--- config.mk ---
export PLATFORM = sky130hd
export DESIGN_NAME = mem_loader_flat
export DESIGN_NICKNAME = d
export VERILOG_FILES = /design/src/rtl/mem_loader_pkg.sv /design/src/rtl/mem_loader_if.sv /design/src/rtl/mem_loader_word_fifo.sv /design/src/rtl/mem_loader.sv /design/src/flat_wrapper.sv
export SDC_FILE = /design/constraint.sdc
export NUM_CORES = 1
export LEC_CHECK = 0
export ABC_AREA = 1
export ABC_CLOCK_PERIOD_IN_PS = 2500
export BUFFER_PORTS_ARGS = -buffer_cell sky130_fd_sc_hd__buf_2
export CAP_MARGIN = 20
export CELL_PAD_IN_SITES_DETAIL_PLACEMENT = 2
export CELL_PAD_IN_SITES_GLOBAL_PLACEMENT = 2
export CORE_UTILIZATION = 34
export DETAILED_ROUTE_END_ITERATION = 7
export MAX_ROUTING_LAYER = met4
export PLACE_DENSITY_LB_ADDON = 0.2
export SYNTH_ARGS = -nofsm -noshare
export SYNTH_HDL_FRONTEND = slang
export SYNTH_SLANG_ARGS = --single-unit
export TNS_END_PERCENT = 1
--- constraint.sdc ---
create_clock -name clk -period 2.5 [get_ports clk]
set_clock_uncertainty 0.05 [all_clocks]
set_input_delay 0.25 -clock clk [delete_from_list [all_inputs] [get_ports clk]]
set_output_delay 0.25 -clock clk [all_outputs]
set_load 0.01 [all_outputs]
--- src/rtl/mem_loader_pkg.sv ---
// Shared types and default constants for the mem_loader slice.
package mem_loader_pkg;

    typedef enum logic [1:0] {
        ST_IDLE  = 2'd0,
        ST_WRITE = 2'd1,
        ST_XFER  = 2'd2
    } state_t;

    localparam int DEF_DEPTH        = 4;
    localparam int DEF_WRITE_CYCLES = 2;
    localparam int DEF_XFER_CYCLES  = 3;

    function automatic int max_int(input int a, input int b);
        return (a > b) ? a : b;
    endfunction

endpackage

--- src/rtl/mem_loader_if.sv ---
// Producer, address-load and memory-stage signals of mem_loader.
// in_valid/in_ready: a word moves on a rising edge where both are high; in_ready never depends on in_valid.
interface mem_loader_if #(
    parameter int DEPTH = mem_loader_pkg::DEF_DEPTH
);
    localparam int CW = $clog2(DEPTH) + 1;

    logic          in_valid;
    logic [15:0]   in_data;
    logic          in_ready;
    logic          addr_load;
    logic [15:0]   addr_base;
    logic [15:0]   mem_address;
    logic [15:0]   mem_data_in;
    logic          mem_enable;
    logic          busy;
    logic [CW-1:0] fifo_count;
    logic          word_done;
    logic [15:0]   xfer_count;

    modport master (
        output in_valid, in_data, addr_load, addr_base,
        input  in_ready, mem_address, mem_data_in, mem_enable,
        input  busy, fifo_count, word_done, xfer_count
    );

    modport slave (
        input  in_valid, in_data, addr_load, addr_base,
        output in_ready, mem_address, mem_data_in, mem_enable,
        output busy, fifo_count, word_done, xfer_count
    );

endinterface

--- src/rtl/mem_loader_word_fifo.sv ---
// Synchronous 16-bit word FIFO; DEPTH must be a power of two so pointers wrap naturally.
module word_fifo #(
    parameter int DEPTH = 4
) (
    input  logic                       clk,
    input  logic                       rst,
    input  logic                       i_push,
    input  logic [15:0]                i_data,
    input  logic                       i_pop,
    output logic [15:0]                o_head,
    output logic [$clog2(DEPTH):0]     o_count,
    output logic                       o_full,
    output logic                       o_empty
);
    localparam int AW = $clog2(DEPTH);
    localparam logic [AW:0] FULL_CNT = (AW+1)'(DEPTH);

    logic [15:0]   r_mem [DEPTH];
    logic [AW-1:0] r_rd_ptr;
    logic [AW-1:0] r_wr_ptr;
    logic [AW:0]   r_count;
    logic          w_do_push;
    logic          w_do_pop;

    // Fullness is judged before any same-cycle pop, so a full FIFO refuses a push outright.
    assign w_do_push = i_push & ~o_full;
    assign w_do_pop  = i_pop & ~o_empty;

    always_ff @(posedge clk) begin
        if (w_do_push) begin
            r_mem[r_wr_ptr] <= i_data;
        end
    end

    always_ff @(posedge clk) begin
        if (rst) begin
            r_rd_ptr <= '0;
            r_wr_ptr <= '0;
            r_count  <= '0;
        end else begin
            if (w_do_push) r_wr_ptr <= r_wr_ptr + 1'b1;
            if (w_do_pop)  r_rd_ptr <= r_rd_ptr + 1'b1;
            case ({w_do_push, w_do_pop})
                2'b10:   r_count <= r_count + 1'b1;
                2'b01:   r_count <= r_count - 1'b1;
                default: r_count <= r_count;
            endcase
        end
    end

    assign o_head  = r_mem[r_rd_ptr];
    assign o_count = r_count;
    assign o_full  = (r_count == FULL_CNT);
    assign o_empty = (r_count == '0);

endmodule

--- src/rtl/mem_loader.sv ---
// Drains queued command words into a two-phase memory stage: a write window (enable low) then a copy window (enable high).
module mem_loader
    import mem_loader_pkg::*;
#(
    parameter int DEPTH        = DEF_DEPTH,
    parameter int WRITE_CYCLES = DEF_WRITE_CYCLES,
    parameter int XFER_CYCLES  = DEF_XFER_CYCLES
) (
    input  logic         clk,
    input  logic         rst,
    mem_loader_if.slave  bus,
    output state_t       o_dbg_state
);
    localparam int CW = $clog2(DEPTH) + 1;
    localparam int PW = $clog2(max_int(WRITE_CYCLES, XFER_CYCLES) + 1);
    localparam logic [PW-1:0] W_LAST = PW'(WRITE_CYCLES - 1);
    localparam logic [PW-1:0] X_LAST = PW'(XFER_CYCLES - 1);

    state_t        r_state;
    logic [PW-1:0] r_phase;
    logic [15:0]   r_wptr;
    logic [15:0]   r_mem_address;
    logic [15:0]   r_mem_data_in;
    logic          r_mem_enable;
    logic          r_word_done;
    logic [15:0]   r_xfer_count;

    logic [15:0]   w_head;
    logic [CW-1:0] w_count;
    logic          w_full;
    logic          w_empty;
    logic          w_pop;

    assign w_pop = (r_state == ST_IDLE) & ~w_empty;

    word_fifo #(.DEPTH(DEPTH)) u_fifo (
        .clk     (clk),
        .rst     (rst),
        .i_push  (bus.in_valid),
        .i_data  (bus.in_data),
        .i_pop   (w_pop),
        .o_head  (w_head),
        .o_count (w_count),
        .o_full  (w_full),
        .o_empty (w_empty)
    );

    // Address and data are only captured on the pop, so they stay frozen through both windows.
    always_ff @(posedge clk) begin
        if (rst) begin
            r_state       <= ST_IDLE;
            r_phase       <= '0;
            r_wptr        <= '0;
            r_mem_address <= '0;
            r_mem_data_in <= '0;
            r_mem_enable  <= 1'b1;
            r_word_done   <= 1'b0;
            r_xfer_count  <= '0;
        end else begin
            r_word_done <= 1'b0;
            case (r_state)
                ST_IDLE: begin
                    if (!w_empty) begin
                        r_mem_data_in <= w_head;
                        r_mem_address <= r_wptr;
                        r_mem_enable  <= 1'b0;
                        r_phase       <= '0;
                        r_state       <= ST_WRITE;
                    end else if (bus.addr_load) begin
                        r_wptr <= bus.addr_base;
                    end
                end
                ST_WRITE: begin
                    if (r_phase == W_LAST) begin
                        r_phase      <= '0;
                        r_mem_enable <= 1'b1;
                        r_state      <= ST_XFER;
                    end else begin
                        r_phase <= r_phase + 1'b1;
                    end
                end
                ST_XFER: begin
                    if (r_phase == X_LAST) begin
                        r_phase      <= '0;
                        r_word_done  <= 1'b1;
                        r_xfer_count <= r_xfer_count + 16'd1;
                        r_wptr       <= r_wptr + 16'd1;
                        r_state      <= ST_IDLE;
                    end else begin
                        r_phase <= r_phase + 1'b1;
                    end
                end
                default: r_state <= ST_IDLE;
            endcase
        end
    end

    assign bus.in_ready    = ~w_full;
    assign bus.fifo_count  = w_count;
    assign bus.mem_address = r_mem_address;
    assign bus.mem_data_in = r_mem_data_in;
    assign bus.mem_enable  = r_mem_enable;
    assign bus.busy        = (r_state != ST_IDLE);
    assign bus.word_done   = r_word_done;
    assign bus.xfer_count  = r_xfer_count;
    assign o_dbg_state     = r_state;

endmodule

--- src/flat_wrapper.sv ---
// flat-port wrapper written by rule: the top's interface ports become plain ports
module mem_loader_flat import mem_loader_pkg::*;
#(
    parameter int DEPTH        = DEF_DEPTH,
    parameter int WRITE_CYCLES = DEF_WRITE_CYCLES,
    parameter int XFER_CYCLES  = DEF_XFER_CYCLES
)
  (clk, rst, o_dbg_state, bus_in_valid, bus_in_data, bus_addr_load, bus_addr_base, bus_in_ready, bus_mem_address, bus_mem_data_in, bus_mem_enable, bus_busy, bus_fifo_count, bus_word_done, bus_xfer_count);
  mem_loader_if #(.DEPTH(DEPTH)) bus_i ();
  input  logic clk;
  input  logic rst;
  output state_t o_dbg_state;
  input wire logic [$bits(bus_i.in_valid)-1:0] bus_in_valid;
  input wire logic [$bits(bus_i.in_data)-1:0] bus_in_data;
  input wire logic [$bits(bus_i.addr_load)-1:0] bus_addr_load;
  input wire logic [$bits(bus_i.addr_base)-1:0] bus_addr_base;
  output wire logic [$bits(bus_i.in_ready)-1:0] bus_in_ready;
  output wire logic [$bits(bus_i.mem_address)-1:0] bus_mem_address;
  output wire logic [$bits(bus_i.mem_data_in)-1:0] bus_mem_data_in;
  output wire logic [$bits(bus_i.mem_enable)-1:0] bus_mem_enable;
  output wire logic [$bits(bus_i.busy)-1:0] bus_busy;
  output wire logic [$bits(bus_i.fifo_count)-1:0] bus_fifo_count;
  output wire logic [$bits(bus_i.word_done)-1:0] bus_word_done;
  output wire logic [$bits(bus_i.xfer_count)-1:0] bus_xfer_count;
  assign bus_i.in_valid = bus_in_valid;
  assign bus_i.in_data = bus_in_data;
  assign bus_i.addr_load = bus_addr_load;
  assign bus_i.addr_base = bus_addr_base;
  assign bus_in_ready = bus_i.in_ready;
  assign bus_mem_address = bus_i.mem_address;
  assign bus_mem_data_in = bus_i.mem_data_in;
  assign bus_mem_enable = bus_i.mem_enable;
  assign bus_busy = bus_i.busy;
  assign bus_fifo_count = bus_i.fifo_count;
  assign bus_word_done = bus_i.word_done;
  assign bus_xfer_count = bus_i.xfer_count;
  mem_loader #(.DEPTH(DEPTH), .WRITE_CYCLES(WRITE_CYCLES), .XFER_CYCLES(XFER_CYCLES)) u_core (.clk(clk), .rst(rst), .bus(bus_i), .o_dbg_state(o_dbg_state));
endmodule
=== After elaboration in Yosys (flattened, before gate mapping) ===
Memories as Yosys holds them, arrays and structs flattened. A register that Yosys moved wholly into a read port is not among the register bits.
Index checks and enable logic that the tools add are counted.

* Output and inout port bits: 57
* Input bits: 36
* Logic and storage cells: 69
* Memories: 1
* Register bits: 61
* Memory bits (writable): 64

* Multiplexer cells: 19
* $add $sub $neg: 7
* Eq/ne operators: 12
* Reduce and logical (&&, ||, !) cells: 14
* Bitwise logic cells: 6

{| class="wikitable"
|+ Memories
! memory !! words !! width !! read ports !! clocked after memory_dff !! wr ports !! RTL line !! text
|-
| u_core.u_fifo.r_mem || 4 || 16 || 1 || 1 || 1 || mem_loader_word_fifo.sv:18 || <nowiki>logic [15:0] r_mem [DEPTH];</nowiki>
|}

{| class="wikitable"
|+ Operators by type and width
! kind !! number
|-
| $mux 16 || 3
|-
| $add 16x1->16 const B || 2
|-
| $pmux 16 s2 || 1
|-
| $mux 2 || 6
|-
| $pmux 2 s3 || 2
|-
| $reduce_bool 2->1 || 4
|-
| $add 2x1->2 const B || 3
|-
| $eq 2x1->1 const B || 3
|-
| $eq 2x2->1 const B || 3
|-
| $ne 2x1->1 const B || 3
|-
| $pmux 3 s2 || 1
|-
| $reduce_and 2->1 || 3
|-
| $reduce_and 3->1 || 2
|-
| $mux 1 || 5
|-
| $ne 2x2->1 const B || 2
|-
| $reduce_and 4->1 || 1
|-
| $add 3x1->3 const B || 1
|-
| $and 1x1->1 || 3
|-
| $eq 3x3->1 const B || 1
|-
| $logic_not 3->1 || 1
|-
| $not 1->1 || 3
|-
| $reduce_bool 3->1 || 1
|-
| $sub 3x1->3 const B || 1
|-
| $logic_not 2->1 || 1
|-
| 2 further kinds || 2
|}

=== Depth between registers and ports, before layout ===
Gate-level depths: netlist of run 1.

* Depth after elaboration: 6
* Mapped depth: 12
* Mapped depth without buffers: 11

=== Modules after synthesis ===
Synthesis of run 1 repeated with hierarchy kept, for this count alone.

* Cells, all modules: 706
* Area, all modules: 6167.2 µm²

{| class="wikitable"
|+ Modules (own cells, without submodules)
! module !! seq. area each (µm²) !! area an instance (µm²) !! times used !! cells each
|-
| mem_loader || 1401.3 || 3318.2 || 1 || 482
|-
| word_fifo || 2102.0 || 2849.0 || 1 || 224
|}

=== Worst setup path after synthesis of run 1 ===
Ideal clock, no wire load.

* Path type: register -> register
* From: reg u_core.r_state[0], in the netlist u_core.o_dbg_state[0]
* To: reg u_core.u_fifo.r_count[2], in the netlist u_core.u_fifo.o_count[2]
* Arrival: 2.185 ns
* Cell stages (with the launch flop): 13
* Setup time: 0.122 ns
* Clock period less this slack: 2.357 ns
* Setup slack: 0.143 ns
* Required time: 2.328 ns
* Buffers on the path: 1
* Path through: dfxtp_1 inv_1 ha_1 nand2_2 inv_2 clkbuf_1 ha_1 inv_1 fa_1 a21oi_1 o21ai_0 o21ai_0 a21oi_1

* Word-level cells in the longest chain between the ends: 5
* Elaborated cells on any way between the ends: 7
* Those cells by class: eq/ne (2); mux (1); bitwise (2); reduce/logical (2)

{| class="wikitable"
|+ Ends and longest elaborated chain
! element !! RTL line !! text
|-
| start, declared || mem_loader.sv:19 || <nowiki>state_t r_state;</nowiki>
|-
| start signal, assigned || mem_loader.sv:51 || <nowiki>r_state <= ST_IDLE;</nowiki>
|-
| start signal, assigned || mem_loader.sv:68 || <nowiki>r_state <= ST_WRITE;</nowiki>
|-
| start signal, assigned || mem_loader.sv:77 || <nowiki>r_state <= ST_XFER;</nowiki>
|-
| $logic_not 2->1 * || mem_loader.sv:34 || <nowiki>assign w_pop = (r_state == ST_IDLE) & ~w_empty;</nowiki>
|-
| $and 1x1->1 * || mem_loader.sv:34 ||
|-
| net u_core.u_fifo.i_pop || mem_loader_word_fifo.sv:9 || <nowiki>input logic i_pop,</nowiki>
|-
| $and 1x1->1 * || mem_loader_word_fifo.sv:27 || <nowiki>assign w_do_pop = i_pop & ~o_empty;</nowiki>
|-
| $eq 2x1->1 / $eq 2x2->1 (equally long branches) || mem_loader_word_fifo.sv:43 || <nowiki>case ({w_do_push, w_do_pop})</nowiki>
|-
| $pmux 3 s2 / $reduce_bool 2->1 (equally long branches) || n/a ||
|-
| end signal, assigned || mem_loader_word_fifo.sv:44 || <nowiki>2'b10: r_count <= r_count + 1'b1;</nowiki>
|-
| end signal, assigned || mem_loader_word_fifo.sv:45 || <nowiki>2'b01: r_count <= r_count - 1'b1;</nowiki>
|-
| end signal, assigned || mem_loader_word_fifo.sv:46 || <nowiki>default: r_count <= r_count;</nowiki>
|-
| end, declared || mem_loader_word_fifo.sv:21 || <nowiki>logic [AW:0] r_count;</nowiki>
|}

The timed path passes the listed nets; every way through them passes the cells marked *.
A chain may end at the register's enable or synchronous reset.

=== Final worst setup path of run 1 ===
* From: reg u_core.r_state[0], in the netlist u_core.o_dbg_state[0]
* To: reg u_core.u_fifo.r_count[2], in the netlist u_core.u_fifo.o_count[2]

* Word-level cells in the longest chain between the ends: 5
* Elaborated cells on any way between the ends: 7
* Those cells by class: eq/ne (2); mux (1); bitwise (2); reduce/logical (2)

{| class="wikitable"
|+ Ends and longest elaborated chain
! element !! RTL line
|-
| $logic_not 2->1 * || mem_loader.sv:34
|-
| $and 1x1->1 * || mem_loader.sv:34
|-
| $and 1x1->1 * || mem_loader_word_fifo.sv:27
|-
| $eq 2x1->1 / $eq 2x2->1 (equally long branches) || mem_loader_word_fifo.sv:43
|-
| $pmux 3 s2 / $reduce_bool 2->1 (equally long branches) || n/a
|}

Every way passes the cells marked *; elsewhere a longest branch is shown, timed or not.

==> flow_summary.json, run 1 <==
{
  "cts_inserted_buffers": 17,
  "switching_share_pct": 39.6,
  "path_max_fanout": 7,
  "synth_top_area_cell": "edfxtp_1",
  "final-seq-area_um2": 3460,
  "async_flop_share_pct": 0,
  "nets": 843,
  "avgSynthCellArea_um2": 8.77,
  "hold_path_class": "input port to flip-flop",
  "io_buffers": 92,
  "ff2ff_setup_slack_ns": 0.22,
  "drtIter0Drc": 153,
  "setup_slack_ns": 0.219,
  "synth_seq_cells": 141,
  "path_class": "flip-flop to flip-flop",
  "cts_setup_buffers": 0,
  "clk_latency_ns": 0.43,
  "p_leak_uw": 0.00293,
  "syn_to_final_growth_pct": 22.3,
  "power_frac_comb_pct": 33.3,
  "synth_area_leaders": "edfxtp_1 32%, dfxtp_1 25%, nor2_1 7.5%",
  "ys.flop_type": "dfxtp_1",
  "setup_tns_ns": 0,
  "p_seq_share_pct": 39.2,
  "worstPathRequired_ns": 2.76,
  "yosys.area.top_type_share_pct": 31.7,
  "hpwl_um": 12500,
  "drc": 0,
  "synth-seq-area-share_pct": 57.2,
  "die_area_um2": 18400,
  "place_area_um2": 6750,
  "fp.dieW_um": 135,
  "slew-limit-headroom_pct": 36.2,
  "io_pins": 93,
  "p_per_area_nw_per_um2": 1160,
  "fillerInstances": 1937,
  "rsz0062_at_grt": "no",
  "netlist_instances": 691,
  "via_count": 5243,
  "htreeDepth": 4,
  "ys_top_cells_by_count": "121 x nor2_1, 103 x nand2_1, 83 x o21ai_0",
  "wl_per_cell_um": 17.8,
  "cap_violations": 0,
  "antenna_found_initial": 0,
  "finalMaxSlewViolations": 0,
  "cts_root_buf": "clkbuf_16",
  "finalSetupViolations": 0,
  "yosysUniqueCellTypes": 31,
  "design_area_um2": 7410,
  "crit_path_start_kind": "flip-flop",
  "grt_pass1_vias": 5695,
  "drive_above_1_share_pct": 19.2,
  "dp_slack_ns": 0.223,
  "multi_input_comb_area_um2": 2230,
  "antenna_cells": 0,
  "netlist_area_um2": 6060,
  "grt_start_max_net_pins": 64,
  "clk_pin_slew_ns": 0.07,
  "synth_edf_count": 64,
  "synth.most_common_cell": "nor2_1",
  "crit_arrival_ns": 2.54,
  "fin_util_pct": 42.7,
  "power.share.clock_pct": 27.5,
  "ir_worst_vdd_mv": 0.634,
  "die_y_um": 135,
  "cts_resized": 0,
  "yosys_warnings": 0,
  "ant_nets": 0,
  "hold_viol_final": 0,
  "tritoncts": "done",
  "routabilityCongestion": 0.774,
  "rows": 48,
  "outcome": "complete, no violations",
  "clockBufferDepth": 2,
  "cts_sinks": 141,
  "grt_pass1_wl_um": 29200,
  "cp-end-kind": "flip-flop",
  "routed_via_density": 5.08,
  "period_minus_slack_ns": 2.28,
  "grt.total_usage_pct": 21.8,
  "start_util_pct": 34.9,
  "fin_crit_sh_pct": 91.3,
  "p_int_uw": 5180,
  "drt-pass1-iter-count": 4,
  "fmax_mhz": 438,
  "design.core.area_um2": 17400,
  "grt-ovfl-total": 0,
  "switchingPower_uw": 3390,
  "synth_nets": 739,
  "worstMarginPinSlew_ns": 0.957,
  "drt-total-wl_um": 18400
}
## through the flow
stage               hold WS, ns  cells  total power (µW)
CTS                     0.00383   1033              8690
global route             0.0190   1033              9150
detailed placement        0.417    989              6270
finish                   0.0358   1033              8560
global placement          0.407    989              6050
floorplan                 0.299    691              5190
## sequential cells by signal, summed over array words and instances, names as in the netlist
signal	cells
u_core.bus.xfer_count	16
u_core.u_fifo.r_mem	64
u_core.bus.mem_data_in	16
u_core.bus.word_done	1
u_core.u_fifo.r_rd_ptr	2
u_core.bus.mem_enable	1
u_core.u_fifo.r_wr_ptr	2
u_core.u_fifo.o_count	3
u_core.r_phase	2
u_core.o_dbg_state	2
u_core.r_wptr	16
u_core.bus.mem_address	16
## kinds of logic after synthesis
kind of cell | Yosys count | share of synthesized area [%]
AND/OR/NAND/NOR | 277 | 19.5
adder cells (fa/ha/maj) | 12 | 2.60
AO/OA/AOI/OAI | 169 | 14.4
XOR/XNOR | 2 | 0.289
buffers and inverters | 90 | 6.01
flip-flops | 141 | 57.2
## repair_timing
item                       in CTS  in global routing
setup endpoints to repair       0                  0
hold endpoints to repair       46                  0
hold buffers                   12                  0
## layout make-up
cell class / instances / share of cell area (%)
clock inverters: 14 / 1.49
multi-input cells: 460 / 30.1
flip-flops and latches: 141 / 46.8
inverters: 59 / 3.01
well taps: 225 / 3.80
repair buffers: 116 / 9.05
clock buffers: 18 / 5.79
## layer usage
layer,track usage (%),share of wire [%],up-vias
li1,-,-,2533
met1,24.8,44,2617
met2,38.9,52,69
met3,3.59,2.2,24
met4,6.93,1.5,0
met5,-,0,-
## cells in the final DEF (no fill, tap or decap), drive strengths merged, types with 9 or more instances in the layout
cell type	Yosys	final
nor2	128	128
nand2	105	105
buf	11	104
o21ai	94	94
dfxtp	77	77
inv	58	65
edfxtp	64	64
a21oi	54	54
nand3	30	30
clkbuf	20	18
a31oi	16	16
dlygate4sd3	0	12
ha	11	11
nand4	9	9
## power groups by stage
stage / clock network, µW / logic, µW / registers [µW]
final: 2350 / 2850 / 3360
after global routing: 2510 / 3220 / 3420
after CTS: 2420 / 2910 / 3360
after detailed placement: 0 / 2870 / 3400
after global placement: 0 / 2690 / 3360
after floorplan: 0 / 1780 / 3410
## worst max-delay path, cell delays in order, from the launching register on
cell and delay (ns):
dfxtp_1 0.33, inv_1 0.13, ha_1 0.26, nand2_2 0.17, inv_2 0.09, ha_1 0.14, inv_1 0.07, fa_1 0.39
a21oi_1 0.15, o21ai_0 0.13, o21ai_0 0.19, a21oi_1 0.06
## worst paths after layout
path,from,endpoint,cells after the start
setup reg to reg,u_core.o_dbg_state[0]$_SDFFE_PP0P_,u_core.u_fifo.o_count[2]$_SDFFE_PP0P_,11
setup / recovery,u_core.o_dbg_state[0]$_SDFFE_PP0P_,u_core.u_fifo.o_count[2]$_SDFFE_PP0P_,11
hold / removal,bus_in_data[15],u_core.u_fifo.r_mem[2][15]$_DFFE_PP_,1
hold reg to reg,u_core.bus.xfer_count[6]$_SDFFE_PP0P_,u_core.bus.xfer_count[6]$_SDFFE_PP0P_,2
Note: power is estimated with default switching activity, not from simulation.
==> inputs of run 2 (changes only) <==
CORE_ASPECT_RATIO = 1.1   (was unset)
==> flow_summary.json, run 2 (synthesis results as in run 1) <==
{
  "outcome": "complete, no violations",
  "routabilityCongestion": 0.786,
  "drc": 0,
  "ir_worst_vdd_mv": 0.515,
  "final-seq-area_um2": 3460,
  "largest_reg_flops": 64,
  "r2r-end": "u_core.u_fifo.o_count[2]$_SDFFE_PP0P_",
  "fp.dieW_um": 129,
  "whs_path_depth": 1,
  "worstMarginPinSlew_ns": 0.999,
  "die_y_um": 142,
  "crit_arrival_ns": 2.40,
  "p_total_uw": 8750,
  "period_minus_slack_ns": 2.14,
  "drt-pass1-iter-count": 4,
  "fmax_mhz": 468,
  "hold_path_class": "input port to flip-flop",
  "drive_above_1_share_pct": 19.9,
  "worstPathRequired_ns": 2.76,
  "antenna_cells": 0,
  "layout_common_cells": "121 x nor2_1, 103 x nand2_1, 92 x buf_2",
  "grt_pass1_vias": 5697,
  "io_pins": 93,
  "grt_start_max_net_pins": 64,
  "drt-total-wl_um": 18700,
  "crit_end": "u_core.u_fifo.o_count[2]$_SDFFE_PP0P_",
  "die_area_um2": 18400,
  "cap_violations": 0,
  "grt_pass1_wl_um": 29900,
  "final_common_cell": "nor2_1",
  "cts_root_buf": "clkbuf_16",
  "design_area_um2": 7490,
  "clockBufferDepth": 2,
  "syn_to_final_growth_pct": 23.7,
  "via_count": 5269,
  "hold_viol_final": 0,
  "ant_nets": 0,
  "path_max_fanout": 4,
  "antenna_found_initial": 0,
  "whs_ns": 0.0289,
  "grt.total_usage_pct": 22.4,
  "setup_tns_ns": 0,
  "p_leak_uw": 0.00299,
  "routed_via_density": 5.03,
  "htreeDepth": 4,
  "drtIter0Drc": 170,
  "cts_sinks": 141,
  "cts_inserted_buffers": 17,
  "place_area_um2": 6790,
  "grt-ovfl-total": 0,
  "cp-startpoint": "u_core.o_dbg_state[0]$_SDFFE_PP0P_",
  "clk_pin_slew_ns": 0.07,
  "crit_path_start_kind": "flip-flop",
  "rows": 50,
  "start_util_pct": 35.2,
  "clk_latency_ns": 0.42,
  "path_class": "flip-flop to flip-flop",
  "fillerInstances": 1903,
  "multi_input_comb_area_um2": 2230,
  "ff2ff_setup_slack_ns": 0.36,
  "worstRegToRegCells": 11,
  "design.core.area_um2": 17200,
  "finalSetupViolations": 0,
  "hpwl_um": 12700,
  "p_per_area_nw_per_um2": 1170,
  "regMostFlops": "u_core.u_fifo.r_mem",
  "wl_per_cell_um": 17.9,
  "cp-end-kind": "flip-flop",
  "tritoncts": "done",
  "fin_crit_sh_pct": 85.5,
  "slew-limit-headroom_pct": 33.4,
  "nets": 848,
  "cts_setup_buffers": 0,
  "reg2reg_from": "u_core.o_dbg_state[0]$_SDFFE_PP0P_",
  "io_buffers": 92,
  "rsz0062_at_grt": "no",
  "cts_resized": 0,
  "finalMaxSlewViolations": 0
}
==> run 2: cell type report <==
| cell class | count | share of cell area (%) |
|---|---|---|
| Tap cell | 234 | 3.91 |
| Inverter | 59 | 2.97 |
| Clock inverter | 15 | 2.00 |
| Timing Repair Buffer | 121 | 9.48 |
| Multi-Input combinational cell | 460 | 29.7 |
| Clock buffer | 17 | 5.68 |
| Sequential cell | 141 | 46.2 |
==> run 2: worst max-delay path, cell delays in order, from the launching register on <==
cell and delay (ns):
dfxtp_1 0.33, inv_1 0.14, ha_1 0.27, nand2_2 0.09, inv_2 0.06, ha_1 0.13
inv_1 0.07, fa_1 0.39, a21oi_1 0.16, o21ai_0 0.12, o21ai_0 0.16, a21oi_1 0.05
==> run 2: worst min-delay path by stage <==
stage,start,end,slack [ns]
after floorplan,bus_in_data[0],u_core.u_fifo.r_mem[0][0]$_DFFE_PP_,0.30
after global placement,u_core.bus.mem_address[7]$_SDFFE_PP0P_,u_core.bus.mem_address[7]$_SDFFE_PP0P_,0.41
after detailed placement,bus_in_data[11],u_core.u_fifo.r_mem[1][11]$_DFFE_PP_,0.42
after CTS,bus_in_data[14],u_core.u_fifo.r_mem[2][14]$_DFFE_PP_,0.003
after global routing,bus_in_data[7],u_core.u_fifo.r_mem[1][7]$_DFFE_PP_,0.008
final,bus_in_data[14],u_core.u_fifo.r_mem[2][14]$_DFFE_PP_,0.03
==> run 2: routing by layer <==
layer  global-route usage [%]  vias up  part of all wire, %
met5                        -        -                    0
met4                     6.63        0                  1.3
met1                     24.0     2633                   41
met2                     41.3       79                   55
li1                         -     2538                    -
met3                     4.51       19                  2.7
==> run 2: repair_timing <==
action / in CTS / in global routing
endpoints found under the setup margin: 0 / 0
hold buffers: 13 / 0
hold endpoints to repair: 52 / 0
==> run 2: metrics by stage <==
| stage | util (%) | std cells | worst slack [ns] |
|---|---|---|---|
| after floorplan | - | 691 | 0.143 |
| after global placement | 39.5 | 1002 | 0.495 |
| after detailed placement | 39.5 | 1002 | 0.343 |
| after CTS | 43.6 | 1047 | 0.327 |
| after global routing | 43.6 | 1047 | 0.198 |
| final | 43.6 | 1047 | 0.363 |
==> run 2: power breakdown <==
group	switching [µW]	total [µW]	internal (µW)
clock network	1090	2490	1400
logic	1980	2910	937
registers	367	3340	2980
total	3430	8750	5320
